--- config.mk ---
export PLATFORM = sky130hd
export DESIGN_NAME = mem_arbiter
export DESIGN_NICKNAME = d
export VERILOG_FILES = /design/src/rtl/cpu_types_pkg.sv /design/src/rtl/mem_timeout_ctr.sv /design/src/rtl/mem_arbiter.sv
export SDC_FILE = /design/constraint.sdc
export NUM_CORES = 1
export LEC_CHECK = 0
export CAP_MARGIN = 40
export CORE_MARGIN = 2
export CORE_UTILIZATION = 38
export DETAILED_ROUTE_END_ITERATION = 8
export PLACE_DENSITY = 0.95
export SLEW_MARGIN = 20
export SYNTH_ARGS = -nofsm -noshare
export SYNTH_HDL_FRONTEND = slang
export SYNTH_HIERARCHICAL = 1
export SYNTH_SLANG_ARGS = --single-unit
--- constraint.sdc ---
create_clock -name CLK -period 3.15 [get_ports CLK]
set_clock_uncertainty 0.2 [all_clocks]
set_input_delay 0.315 -clock CLK [delete_from_list [all_inputs] [get_ports CLK]]
set_output_delay 0.315 -clock CLK [all_outputs]
set_load 0.01 [all_outputs]
--- src/rtl/cpu_types_pkg.sv ---
// Shared CPU-side types and default tuning constants for the memory arbiter.
package cpu_types_pkg;

  typedef logic [31:0] word_t;

  typedef enum logic [1:0] {
    IDLE = 2'd0,
    IACC = 2'd1,
    DACC = 2'd2
  } arb_state_t;

  localparam int DSTREAK_MAX_DEFAULT = 4;
  localparam int TIMEOUT_CYC_DEFAULT = 15;

  // Streak counter is never narrower than 3 bits so small limits still fit.
  function automatic int streak_width(input int max_val);
    int w;
    w = $clog2(max_val + 1);
    return (w < 3) ? 3 : w;
  endfunction

endpackage

--- src/rtl/mem_timeout_ctr.sv ---
// Loadable up-counter raising tc while the count equals TC_VAL.
module mem_timeout_ctr #(
  parameter int               WIDTH  = 4,
  parameter logic [WIDTH-1:0] TC_VAL = '1
) (
  input  logic             clk,
  input  logic             srst,
  input  logic             load,
  input  logic [WIDTH-1:0] load_val,
  input  logic             en,
  output logic             tc
);

  logic [WIDTH-1:0] count_q;
  logic [WIDTH-1:0] count_d;

  // Load has priority over counting.
  always_comb begin
    count_d = count_q;
    if (load) begin
      count_d = load_val;
    end else if (en) begin
      count_d = count_q + WIDTH'(1);
    end
  end

  // Count register with synchronous clear.
  always_ff @(posedge clk) begin
    if (srst) begin
      count_q <= '0;
    end else begin
      count_q <= count_d;
    end
  end

  assign tc = (count_q == TC_VAL);

endmodule

--- src/rtl/mem_arbiter.sv ---
// Data-priority arbiter sharing one RAM port between fetch and data requesters,
// with a fetch starvation guard and a per-access timeout.
module mem_arbiter
  import cpu_types_pkg::*;
#(
  parameter int DSTREAK_MAX = DSTREAK_MAX_DEFAULT,
  parameter int TIMEOUT_CYC = TIMEOUT_CYC_DEFAULT
) (
  input  logic  CLK,
  input  logic  RST,
  input  logic  imemREN,
  input  word_t imemaddr,
  input  logic  dmemREN,
  input  logic  dmemWEN,
  input  word_t dmemaddr,
  input  word_t dmemstore,
  output logic  ihit,
  output word_t iload,
  output logic  dhit,
  output word_t dload,
  output logic  ierr,
  output logic  derr,
  output logic  ramREN,
  output logic  ramWEN,
  output word_t ramaddr,
  output word_t ramstore,
  input  word_t ramload,
  input  logic  ram_ack
);

  localparam int SW = streak_width(DSTREAK_MAX);
  localparam int TW = $clog2(TIMEOUT_CYC + 1);

  arb_state_t    state_q,  state_d;
  logic [SW-1:0] streak_q, streak_d;
  word_t         addr_q,   addr_d;
  word_t         store_q,  store_d;
  logic          wr_q,     wr_d;
  logic          ren_q,    ren_d;
  logic          wen_q,    wen_d;

  logic dreq;
  logic streak_ok;
  logic grant_d;
  logic grant_i;
  logic in_acc;
  logic tc;

  assign dreq      = dmemREN | dmemWEN;
  assign streak_ok = (streak_q < SW'(DSTREAK_MAX));
  assign in_acc    = (state_q != IDLE);
  // Data wins unless the streak limit is hit while a fetch waits.
  assign grant_d   = (state_q == IDLE) && dreq && (streak_ok || !imemREN);
  assign grant_i   = (state_q == IDLE) && imemREN && !(dreq && streak_ok);

  // Access-cycle counter: reloaded to 0 while idle, so the first access cycle sees 0.
  mem_timeout_ctr #(
    .WIDTH  (TW),
    .TC_VAL (TW'(TIMEOUT_CYC - 1))
  ) u_timeout (
    .clk      (CLK),
    .srst     (RST),
    .load     (!in_acc),
    .load_val ('0),
    .en       (in_acc),
    .tc       (tc)
  );

  // Next-state, request latching, strobe and streak bookkeeping.
  always_comb begin
    state_d  = state_q;
    streak_d = streak_q;
    addr_d   = addr_q;
    store_d  = store_q;
    wr_d     = wr_q;
    ren_d    = ren_q;
    wen_d    = wen_q;
    if (grant_d) begin
      state_d  = DACC;
      addr_d   = dmemaddr;
      store_d  = dmemstore;
      wr_d     = dmemWEN;
      ren_d    = !dmemWEN;
      wen_d    = dmemWEN;
      if (!imemREN) begin
        streak_d = '0;
      end else if (streak_ok) begin
        streak_d = streak_q + SW'(1);
      end
    end else if (grant_i) begin
      state_d  = IACC;
      addr_d   = imemaddr;
      store_d  = '0;
      wr_d     = 1'b0;
      ren_d    = 1'b1;
      wen_d    = 1'b0;
      streak_d = '0;
    end else if (in_acc && (ram_ack || tc)) begin
      state_d = IDLE;
      ren_d   = 1'b0;
      wen_d   = 1'b0;
    end
  end

  // State and latch registers; reset drops any in-flight access silently.
  always_ff @(posedge CLK) begin
    if (RST) begin
      state_q  <= IDLE;
      streak_q <= '0;
      addr_q   <= '0;
      store_q  <= '0;
      wr_q     <= 1'b0;
      ren_q    <= 1'b0;
      wen_q    <= 1'b0;
    end else begin
      state_q  <= state_d;
      streak_q <= streak_d;
      addr_q   <= addr_d;
      store_q  <= store_d;
      wr_q     <= wr_d;
      ren_q    <= ren_d;
      wen_q    <= wen_d;
    end
  end

  // Completion pulses are combinational; an ack on the timeout cycle beats the error.
  assign ihit = (state_q == IACC) && ram_ack;
  assign dhit = (state_q == DACC) && ram_ack;
  assign ierr = (state_q == IACC) && tc && !ram_ack;
  assign derr = (state_q == DACC) && tc && !ram_ack;

  assign iload = ihit ? ramload : '0;
  assign dload = (dhit && !wr_q) ? ramload : '0;

  assign ramREN   = ren_q;
  assign ramWEN   = wen_q;
  assign ramaddr  = addr_q;
  assign ramstore = store_q;

endmodule

# After elaboration in Yosys (flattened, before gate mapping)
# Cells that the tools add are included.
[totals]
elab_cells = 66
register_bits = 76
input_bits = 134
out_inout_bits = 134
[classes]
n_mux = 20
n_eq_ne = 4
bitwise_logic = 2
n_reduce_logical = 28
add_sub_neg = 2
order_cmp = 1
[op_table]
columns = ["cell", "count"]
rows = [
  ["$mux 32", 6],
  ["$logic_and 1x1->1", 13],
  ["$mux 3", 4],
  ["$mux 1", 7],
  ["$mux 2", 3],
  ["$reduce_bool 2->1", 3],
  ["$logic_not 1->1", 5],
  ["$add 4x1->4 const B", 1],
  ["$eq 4x4->1 const B", 1],
  ["$reduce_or 2->1", 2],
  ["$add 3x1->3 const B", 1],
  ["$lt 3x3->1 const B", 1],
  ["$ne 3x3->1 const B", 1],
  ["$reduce_bool 3->1", 1],
  ["$eq 2x1->1 const B", 1],
  ["$eq 2x2->1 const B", 1],
  ["$logic_not 2->1", 1],
  ["$logic_or 1x1->1", 2],
  ["$reduce_and 2->1", 1],
  ["$not 1->1", 1],
  ["$or 1x1->1", 1],
]

# Longest topological paths before layout
[logic_depth]
depth_word = 6
mapped_depth = 7
mapped_depth_nobuf = 6

# Hierarchy
# Netlist, hierarchy kept.
[modules_own_cells]
columns = ["module", "n_inst", "area_each_um2", "seq_area_each_um2", "cells_per_inst"]
rows = [
  ["mem_arbiter", 1, 3647.2, 1441.4, 459],
  ["mem_timeout_ctr", 1, 226.5, 80.1, 26],
]

# Worst setup path before layout
# Ideal clock, no wire load.
[synth_timing]
kind = "register -> output"
from = "register state_q[0]"
to = "output port dload[10]"
path_slack_ps = 1356
required_ps = 2635
arrival_ps = 1279
n_path_buf = 2
path_stages_with_launch = 6
path_cell_list = "dfxtp_1 > buf_2 > and3b_1 > and2b_1 > clkbuf_1 > and2_1"
[synth_via]
elab_chain_len = 4
[synth_rtl]
columns = ["item", "line", "rtl"]
rows = [
  ["start: declaration", "mem_arbiter.sv:34", "arb_state_t state_q, state_d;"],
  ["start signal: assignment", "mem_arbiter.sv:116", "state_q <= state_d;"],
  ["$eq 2x2->1", "mem_arbiter.sv:128", "assign dhit = (state_q == DACC) && ram_ack;"],
  ["$logic_and 1x1->1", "mem_arbiter.sv:128", ""],
  ["named net dhit", "mem_arbiter.sv:19", "output logic dhit,"],
  ["$logic_and 1x1->1", "mem_arbiter.sv:133", "assign dload = (dhit && !wr_q) ? ramload : '0;"],
  ["$mux 32", "mem_arbiter.sv:133", ""],
  ["end: declaration", "mem_arbiter.sv:20", "output word_t dload,"],
]
# The timed path passes the listed nets, and every way through them passes these cells.

# Worst setup path in the final report
[layout_timing]
from = "register state_q[1]"
to = "output port dload[18]"
[layout_via]
elab_chain_len = 4
[layout_rtl]
columns = ["item", "line"]
rows = [
  ["$eq 2x2->1", "mem_arbiter.sv:128"],
  ["$logic_and 1x1->1", "mem_arbiter.sv:128"],
  ["$logic_and 1x1->1", "mem_arbiter.sv:133"],
  ["$mux 32", "mem_arbiter.sv:133"],
]
# Every way passes these cells.

==> results.cfg <==
[job]
cap_violations = 0

[die]
die_w_um = 105
io_pins = 268
die-area_um2 = 11000
start_util_pct = 39.4
core_um2 = 9820
fp.dieH_um = 105
num_rows = 36

[min_path]
hold_depth = 2
min_path_type = register to register

[finish]
drive_gt1_share_pct = 5.49
syn_to_final_growth_pct = 74.7
nets = 861
postLayoutCellArea_um2 = 6770
antennaDiodeCount = 0

[worst_setup_path]
worstSetupPathType = register to output pin
worstPathRequired_ns = 2.63
cp_max_fo = 32
start_kind = register
end_kind = output pin
worstPathArrival_ns = 2.20
reg2reg_depth = 4

[clock_network]
cts_sinks = 76
ctsResizeCount = 0
cts_root_buffer = clkbuf_8
post-cts-setup-buffers = 0
cts_tree = done
cts_buffers = 9
clkTransAtPathRegs_ns = 0.08
h-tree-depth = 3
clockBufferDepth = 2
hold_buffers = 0
clock_latency_ns = 0.34

[drt]
drc = 0
avgViaCountPerCell = 5.52
wirelength_um = 15600
drt_iter0_markers = 351
via_count = 4759
dr.pass1.iters = 5
wl_per_cell_um = 18.1
ant_nets = 0

[grt]
grtUsageTotal_pct = 27.2
grt_pass1_wl_um = 24500
gr-total-overflow = 0
grt_max_degree = 45
grt_pass1_vias = 4813
antenna_found_initial = 0

[sta]
relSlewSlack_pct = 46.4
fmax_mhz = 368
hold_viol = 0
min_period_over_period_pct = 86.3
setup_viol = 0
fin_crit_ns = 2.72
slew_viol_final = 0
worstMarginPinSlew_ns = 0.802
rsz0062_at_grt = false
setup_tns_ns = 0

[placement]
place_congestion = 0.833
io_buffers = 267
place_area_um2 = 6570
dpl.hpwl_um = 11300

[power_and_ir_drop]
p_comb_share_pct = 30.9
power.density_nw_per_um2 = 385
p_switching_mw = 0.821
ir_drop_mv = 0.330
p_int_mw = 1.79
leakage_nw = 2.47
power_frac_seq_pct = 42.4
p_sw_share_pct = 31.5
power_frac_clock_pct = 26.7

[synth]
ys_seq_elements = 76
synthFlopType = dfxtp_1
postSynthAreaPerCell_um2 = 7.99
seq_area_frac_synth_pct = 39.3
syn-cell-area_um2 = 3870
synthCells = 485
synth_edf_count = 0
yosys.area.top_type = dfxtp_1
synth_top_area_share_pct = 39.3
ys_types = 43
async_reset_ff_share_pct = 0
synth.area.top_cells = dfxtp_1 39%, and2_1 10%, a21oi_1 9.3%
yosysWarningCount = 6

[status]
status = finished, final reports clean
==> synthesized netlist by cell type, drive strengths merged (2+ instances only) <==
library cell and instances:
a211o 2, a21oi 73, a311oi 32, and2 64
and3b 2, buf 25, clkbuf 32, dfxtp 76
ha 3, inv 4, nand2 5, nand3 64
nand4 3, nor2 7, nor4bb 2, o211ai 2
o21a 2, o21ai 68, xnor2 2
==> final timing paths <==
| check | start | to | slack (ns) |
|---|---|---|---|
| setup / recovery | state_q[1] | dload[18] | 0.43 |
| hold / removal | ramstore[10] | ramstore[10] | 0.28 |
| setup reg to reg | state_q[0] | ramaddr[27] | 1.20 |
| hold reg to reg | ramstore[10] | ramstore[10] | 0.28 |
==> cell usage in the layout (no fill, tap or decap), types with 2 or more instances in the layout <==
master and n:
o21ai_1 3, a21oi_1 72, inv_6 3, and3b_1 2, nand4_1 3, nor4bb_1 2
a311oi_1 32, buf_4 13, clkbuf_8 9, ha_1 3, nand2_1 5, nor2_1 5
dfxtp_1 76, o211ai_1 2, xnor2_1 2, inv_1 3, and2_1 64, conb_1 4
nand3_1 64, clkinvlp_4 2, a211o_1 2, o21a_1 2, clkdlybuf4s50_1 266, o21ai_0 65
==> metrics by stage <==
stage          util (%)  hold WS, ns  power, mW  instances  setup slack [ns]
2_1_floorplan         -        0.177       1.47        488              1.36
3_3_place_gp       66.7        0.261       1.89        844             0.533
3_5_place_dp       66.9        0.268       1.92        845             0.447
4_1_cts            68.7        0.280       2.62        861             0.392
5_1_grt            68.9        0.300       2.74        862             0.299
6_report           68.9        0.280       2.61        862             0.431
==> layer usage <==
metal	up-vias	wire length, um	track usage, %
li1	2229	-	-
met1	2244	5830	31.2
met2	255	7970	47.4
met3	31	1370	8.17
met4	0	393	10.1
met5	-	0	0
==> power groups by stage <==
stage	Sequential, mW	Combinational [mW]	Clock (mW)
2_1_floorplan	1.16	0.314	0
3_3_place_gp	1.12	0.766	0
3_5_place_dp	1.13	0.797	0
4_1_cts	1.10	0.801	0.718
5_1_grt	1.12	0.863	0.758
6_report	1.11	0.806	0.696
==> final cells by class <==
| type | count | area, um^2 |
|---|---|---|
| clock buffer | 9 | 124 |
| clock inverter | 7 | 57.6 |
| fill | 776 | 3050 |
| inverter | 4 | 15.0 |
| multi-input combinational | 351 | 2080 |
| sequential | 76 | 1520 |
| tap | 133 | 166 |
| timing repair buffer | 282 | 2800 |
==> worst max-delay path, cell delays in order (launching register included) <==
cell and delay, ns:
dfxtp_1 0.54, and3b_1 0.23, and2b_1 0.12, buf_4 0.25, and2_1 0.17, clkdlybuf4s50_1 0.55
==> registers in the layout, summed over array words and instances (netlist names) <==
| name | count |
|---|---|
| ramaddr | 32 |
| ramREN | 1 |
| wr_q | 1 |
| streak_q | 3 |
| ramstore | 32 |
| u_timeout/count_q | 4 |
| state_q | 2 |
| ramWEN | 1 |
==> kinds of logic after synthesis <==
family          share of synthesized area, %
compound gates                          28.5
xor+xnor                               0.678
simple gates                            22.6
mux                                    0.258
fa+ha+maj                              0.969
flops                                   39.3
other cells                           0.0968
buf+inv                                 7.56
(Power assumes the default switching activity.)
==> RTL edit 1: new RTL, same flow settings <==
`DSTREAK_MAX_DEFAULT`: 4 -> 8.
--- a/src/rtl/cpu_types_pkg.sv
+++ b/src/rtl/cpu_types_pkg.sv
@@ -11,3 +11,3 @@
 
-  localparam int DSTREAK_MAX_DEFAULT = 4;
+  localparam int DSTREAK_MAX_DEFAULT = 8;
   localparam int TIMEOUT_CYC_DEFAULT = 15;
Behaviour: not the same (a bounded check fails within 10 cycles, from zero or initial values and one cycle with RST high).
==> RTL edit 1 against the original RTL <==
Register-to-register slack improved by 0.06 ns; maximum frequency down 4.8%; sequential cell count increased by 1; routed wire length decreased by 5.8%; area after synthesis shrank 0.19%; final area shrank 0.39%; power is essentially flat; worst setup slack worse by 0.14 ns; critical endpoint is now dload[23].
==> RTL edit 1: results (changes against the original RTL) <==
Logic synthesis
  – Top post-synthesis cells by count: 77 x dfxtp_1, 74 x a21oi_1, 69 x nand2_1, 64 x and2_1, 34 x o21ai_0
  – Yosys cell types: 45 (+4.7%)
  – Ranking of synthesized cells by area: dfxtp_1 40%, and2_1 10%, a21oi_1 9.6%
  – Top_reg_cell synth: dfxtp_1
  – Post-synth ARST share: 0% (unchanged)
  – Seq/Total Area, Yosys: 39.87% (+0.59 points)

Outcome
  – Status: complete, no violations

Clock tree
  – Post-cts sizing count: 0 (unchanged)
  – Total CTS buffers: 9 (unchanged)
  – Clock transition at path regs: 0.09 ns
  – Max clock buf depth: 2 (unchanged)
  – Worst skew pair latency: 0.35 ns

Critical path
  – CP max FO: 28 (-13%)
  – Crit path DAT: 2.34 ns (+0.14 ns)

Detailed routing
  – Starting DRT DRC Count: 291 (-17%)
  – Drt via density: 5.298 (-4.0%)
  – DRT Pass-1 Iters: 5 (unchanged)
  – Total wire length: 14650 um (-5.8%)

Place
  – I/O Buffers: 267 (unchanged)
  – Setup WS pre-CTS: 0.3722 ns (-0.07455 ns)
  – Post-detail-place hpwl: 11000 um (-2.5%)
  – Gp weighted congestion: 0.8703 (+4.5%)

Cells and area
  – Ant. Diodes: 0 (unchanged)
  – Net count, final: 866 (+0.58%)
  – Layout cells sized above 1: 5.313% (-0.17 points)

Power and ir drop
  – VDD IR max: 0.4014 mV (+22%)
  – Net Switching: 815.7 uW (-0.59%)
  – Leakage Power: 2.518 nW (+2.0%)

Timing
  – Slew Limit Headroom: 57.22% (+11 points)

Global route
  – Largest net degree at the start of global routing: 44 (-2.2%)
  – Remaining global-route overflow: 0 (unchanged)
  – Total GRT Usage: 25.70% (-1.5 points)
  – Initial antenna violation count: 1 (+1)
  – Vias in the first global route: 4494 (-6.6%)
  – First-pass GRT wire length: 23170 um (-5.3%)

Min path
  – Hold/Removal Path Class: input pin to flip-flop

Job
  – Max cap viols: 0 (unchanged)
## RTL edit 1: changes by cell type after synthesis, moves of 2 or more
cell      unedited run  this run
buf_4               11         4
buf_6                1         7
clkbuf_1            32        20
nand2_1              5        69
nand3_1             64        32
buf_2               12        18
a21oi_1             72        74
o21ai_0             65        34
## RTL edit 1: worst paths after layout
path | startpoint | to | slack, ns | cells past startpoint
worst max-delay path | state_q[1]$_SDFFE_PP0P_ | dload[23] | 0.29 | 5
worst min-delay path | RST | state_q[1]$_SDFFE_PP0P_ | 0.27 | 2
worst max register to register | state_q[1]$_SDFFE_PP0P_ | ramstore[30]$_SDFFE_PP0P_ | 1.26 | 5
worst min register to register | ramstore[20]$_SDFFE_PP0P_ | ramstore[20]$_SDFFE_PP0P_ | 0.28 | 2
## RTL edit 1: layout make-up
class,instances,area (sq um)
sequential,77,1541
inverter,4,15.01
fill,768,3077
tap,133,166.4
timing repair buffer,280,2773
multi-input combinational,357,2057
clock buffer,9,123.9
clock inverter,7,66.31
## RTL edit 1: kinds of logic after synthesis
| group | synth area share [%] |
|---|---|
| adder cells (fa/ha/maj) | 0.9710 |
| AND/OR/NAND/NOR | 25.21 |
| other | 0.09699 |
| XOR/XNOR | 0.6797 |
| multiplexers | 0.2589 |
| AO/OA/AOI/OAI | 25.34 |
| buffers and inverters | 7.573 |
| flip-flops | 39.87 |
## RTL edit 1: critical path: stages (launching register included)
cell and delay [ns]:
dfxtp_1 0.56, and3b_1 0.25, and2b_1 0.19, buf_4 0.25, and2_1 0.17, clkdlybuf4s50_1 0.55
## RTL edit 1: through the flow
step                hold slack (ns)  area, sq um  instances
finish                       0.2691         6743        867
global route                 0.2904         6743        867
CTS                          0.2526         6743        867
detailed placement           0.2691         6553        851
global placement             0.2601         6538        850
floorplan                    0.1774         3877        488
## RTL edit 1: power groups by stage
| stage | logic [mW] | registers [mW] | clock network, mW |
|---|---|---|---|
| 6_report | 0.771 | 1.12 | 0.720 |
| 5_1_grt | 0.826 | 1.13 | 0.783 |
| 4_1_cts | 0.770 | 1.12 | 0.733 |
| 3_5_place_dp | 0.767 | 1.14 | 0 |
| 3_3_place_gp | 0.741 | 1.13 | 0 |
| 2_1_floorplan | 0.297 | 1.17 | 0 |
## RTL edit 1: layer usage
layer  global-route usage [%]  routed length [um]  vias up
li1                         -                   -     2189
met1                    29.21                5612     2163
met2                    46.10                7588      204
met3                    6.550                1033       35
met4                    9.524                 403        2
met5                        0                  13        -
==> RTL edit 2: new RTL, config.mk and constraints unchanged <==
Without the edit above. The 3 states of `arb_state_t` get a one-hot encoding in 3 bits.
--- a/src/rtl/cpu_types_pkg.sv
+++ b/src/rtl/cpu_types_pkg.sv
@@ -5,6 +5,6 @@
 
-  typedef enum logic [1:0] {
-    IDLE = 2'd0,
-    IACC = 2'd1,
-    DACC = 2'd2
+  typedef enum logic [2:0] {
+    IDLE = 3'b001,
+    IACC = 3'b010,
+    DACC = 3'b100
   } arb_state_t;
Function: no difference found for any inputs over 10 cycles, from zero or initial values and one cycle with RST high; not proved beyond that.
==> RTL edit 2 against the original RTL <==
Area after synthesis rose by 0.26%; power increased by 9.4%; worst setup slack improved by 0.090 ns; count of clock-buffer cells in the layout is the same; routed wire length fell by 2.6%; sequential cell count rose by 1; non-clock buffer count decreased by 4; final area grew 0.11%.
==> RTL edit 2: results (changes against the original RTL) <==
Global route
  – Vias in the first global route: 4345 (-9.7%)
  – First-pass GRT wire length: 23080 um (-5.6%)
  – Initial antenna violation count: 1 (+1)
  – Total GRT Usage: 26.15% (-1.0 points)
  – Largest net degree at the start of global routing: 83 (+84%)

Logic synthesis
  – Ranking of synthesized cells by area: dfxtp_1 40%, and2_1 10%, a21oi_1 9.1%
  – Synth warn: 6 (unchanged)
  – Top cell type's share of synthesized area: 39.69% (+0.41 points)
  – Top post-synthesis cells by count: 77 x dfxtp_1, 71 x a21oi_1, 68 x nand2_1, 64 x and2_1, 37 x o21ai_1
  – Proportion of synthesized area in mux cells: 0.2577% (-0.00067 points)
  – Seq/Total Area, Yosys: 39.69% (+0.41 points)
  – Top_reg_cell synth: dfxtp_1
  – Adder-cell share of the synthesized area: 0.9665% (-0.0025 points)
  – Post-synth ARST share: 0% (unchanged)
  – Area fraction in compound gates after synthesis: 26.13% (-2.4 points)
  – Xor/xnor share of the synthesized area: 0.6765% (-0.0017 points)
  – Yosys cell types: 42 (-2.3%)

Critical path
  – Crit path max-delay family: buffers and inverters
  – Crit path DAT: 2.11 ns (-0.09 ns)
  – CP max FO: 33 (+3.1%)
  – FF-to-FF setup slack: 1.04 ns (-0.16 ns)
  – Worst R2R Path Depth: 4 (unchanged)
  – Slowest cell delay on critical path: roughly 0.56 ns
  – Critical-path cell with the highest stage delay: clkdlybuf4s50_1

Cells and area
  – Net count, final: 863 (+0.23%)
  – # fillers: 749 (-3.5%)
  – Layout cells sized above 1: 6.430% (+0.94 points)

Min path
  – Hold depth: 2 (unchanged)
  – Hold/Removal Path Class: input pin to flip-flop

Place
  – Gp weighted congestion: 0.9474 (+14%)
  – I/O Buffers: 267 (unchanged)
  – Post-detail-place hpwl: 11380 um (+0.92%)
  – Setup WS pre-CTS: 0.5425 ns (+0.09573 ns)

Outcome
  – Status: complete, no violations

Clock tree
  – Total CTS buffers: 9 (unchanged)
  – Worst skew pair latency: 0.34 ns (about the same)
  – Root Driver: clkbuf_8
  – Max clock buf depth: 2 (unchanged)
  – Post-cts sizing count: 0 (unchanged)
  – Htree depth: 3 (unchanged)
  – Clock transition at path regs: 0.09 ns
  – Post CTS Setup Buffer Count: 0 (unchanged)

Power and ir drop
  – Leakage Power: 2.481 nW (+0.48%)
  – VDD IR max: 0.2709 mV (-18%)
  – Net Switching: 944.5 uW (+15%)

Detailed routing
  – WL/cell: 17.52 um (-2.9%)
  – Starting DRT DRC Count: 221 (-37%)
  – DRT Pass-1 Iters: 5 (unchanged)
  – Drt via density: 5.272 (-4.5%)

Timing
  – Worst-Margin Slew: 0.8594 ns (+0.05710 ns)
  – Hold Slack: 0.2778 ns (-0.002169 ns)
  – Max frequency: 380.3 MHz (+3.4%)
[RTL edit 2: cell types whose count changed in the layout (fill, tap and decap cells not counted), sizes merged, moves of 2 or more]
cell / before / now
nand2b: 0 / 3
nor2: 7 / 10
buf: 16 / 12
o211ai: 2 / 0
nor4bb: 2 / 0
o21ai: 68 / 38
nand2: 5 / 68
and3b: 2 / 0
nor3: 1 / 3
nand3: 64 / 35
[RTL edit 2: layout make-up]
class / count / share of cell area, %
timing repair buffer: 278 / 40.77
antenna: 1 / 0.03693
sequential: 77 / 22.75
multi-input combinational: 356 / 30.98
clock inverter: 7 / 0.9601
inverter: 4 / 0.2216
clock buffer: 9 / 1.828
tap: 133 / 2.456
[RTL edit 2: final timing paths]
kind                              from                                end
max                            ram_ack                          iload[28]
min                                RST  u_timeout/count_q[0]$_SDFFE_PP0P_
max reg2reg    state_q[0]$_SDFFE_PP1P_           ramaddr[17]$_SDFFE_PP0P_
min reg2reg  ramstore[10]$_SDFFE_PP0P_          ramstore[10]$_SDFFE_PP0P_
[RTL edit 2: per-stage QoR]
step / instance area, sq um / std cells / util, %
global placement: 6585 / 848 / 66.76
detailed placement: 6585 / 848 / 66.76
global route: 6777 / 865 / 68.70
CTS: 6774 / 864 / 68.67
finish: 6777 / 865 / 68.70
floorplan: 3895 / 487 / -
[RTL edit 2: cell families (layout without fill, tap and decap cells)]
| kind of cell | after synthesis | count (layout) |
|---|---|---|
| and+or+nand+nor | 190 | 190 |
| DFF | 77 | 77 |
| muxes | 1 | 1 |
| xor gates and xnor gates | 3 | 3 |
| AOI/OAI and AO/OA | 155 | 155 |
| adders and majority gates | 3 | 3 |
| other | 1 | 5 |
| buffers and inverters | 54 | 298 |
[RTL edit 2: power by group through the flow]
| stage | combinational (mW) | sequential, mW | clock, mW |
|---|---|---|---|
| after floorplan | 0.417 | 1.23 | 0 |
| after global placement | 0.934 | 1.18 | 0 |
| after detailed placement | 0.964 | 1.19 | 0 |
| after CTS | 0.967 | 1.17 | 0.729 |
| after global routing | 1.03 | 1.19 | 0.779 |
| final | 0.969 | 1.17 | 0.711 |
[RTL edit 2: metal layers]
metal	GRT usage, %	up-vias	wire, um
met5	0	-	0
met4	12.00	0	540
met3	4.367	34	820
met2	47.96	205	8064
met1	29.31	2140	5732
li1	-	2181	-
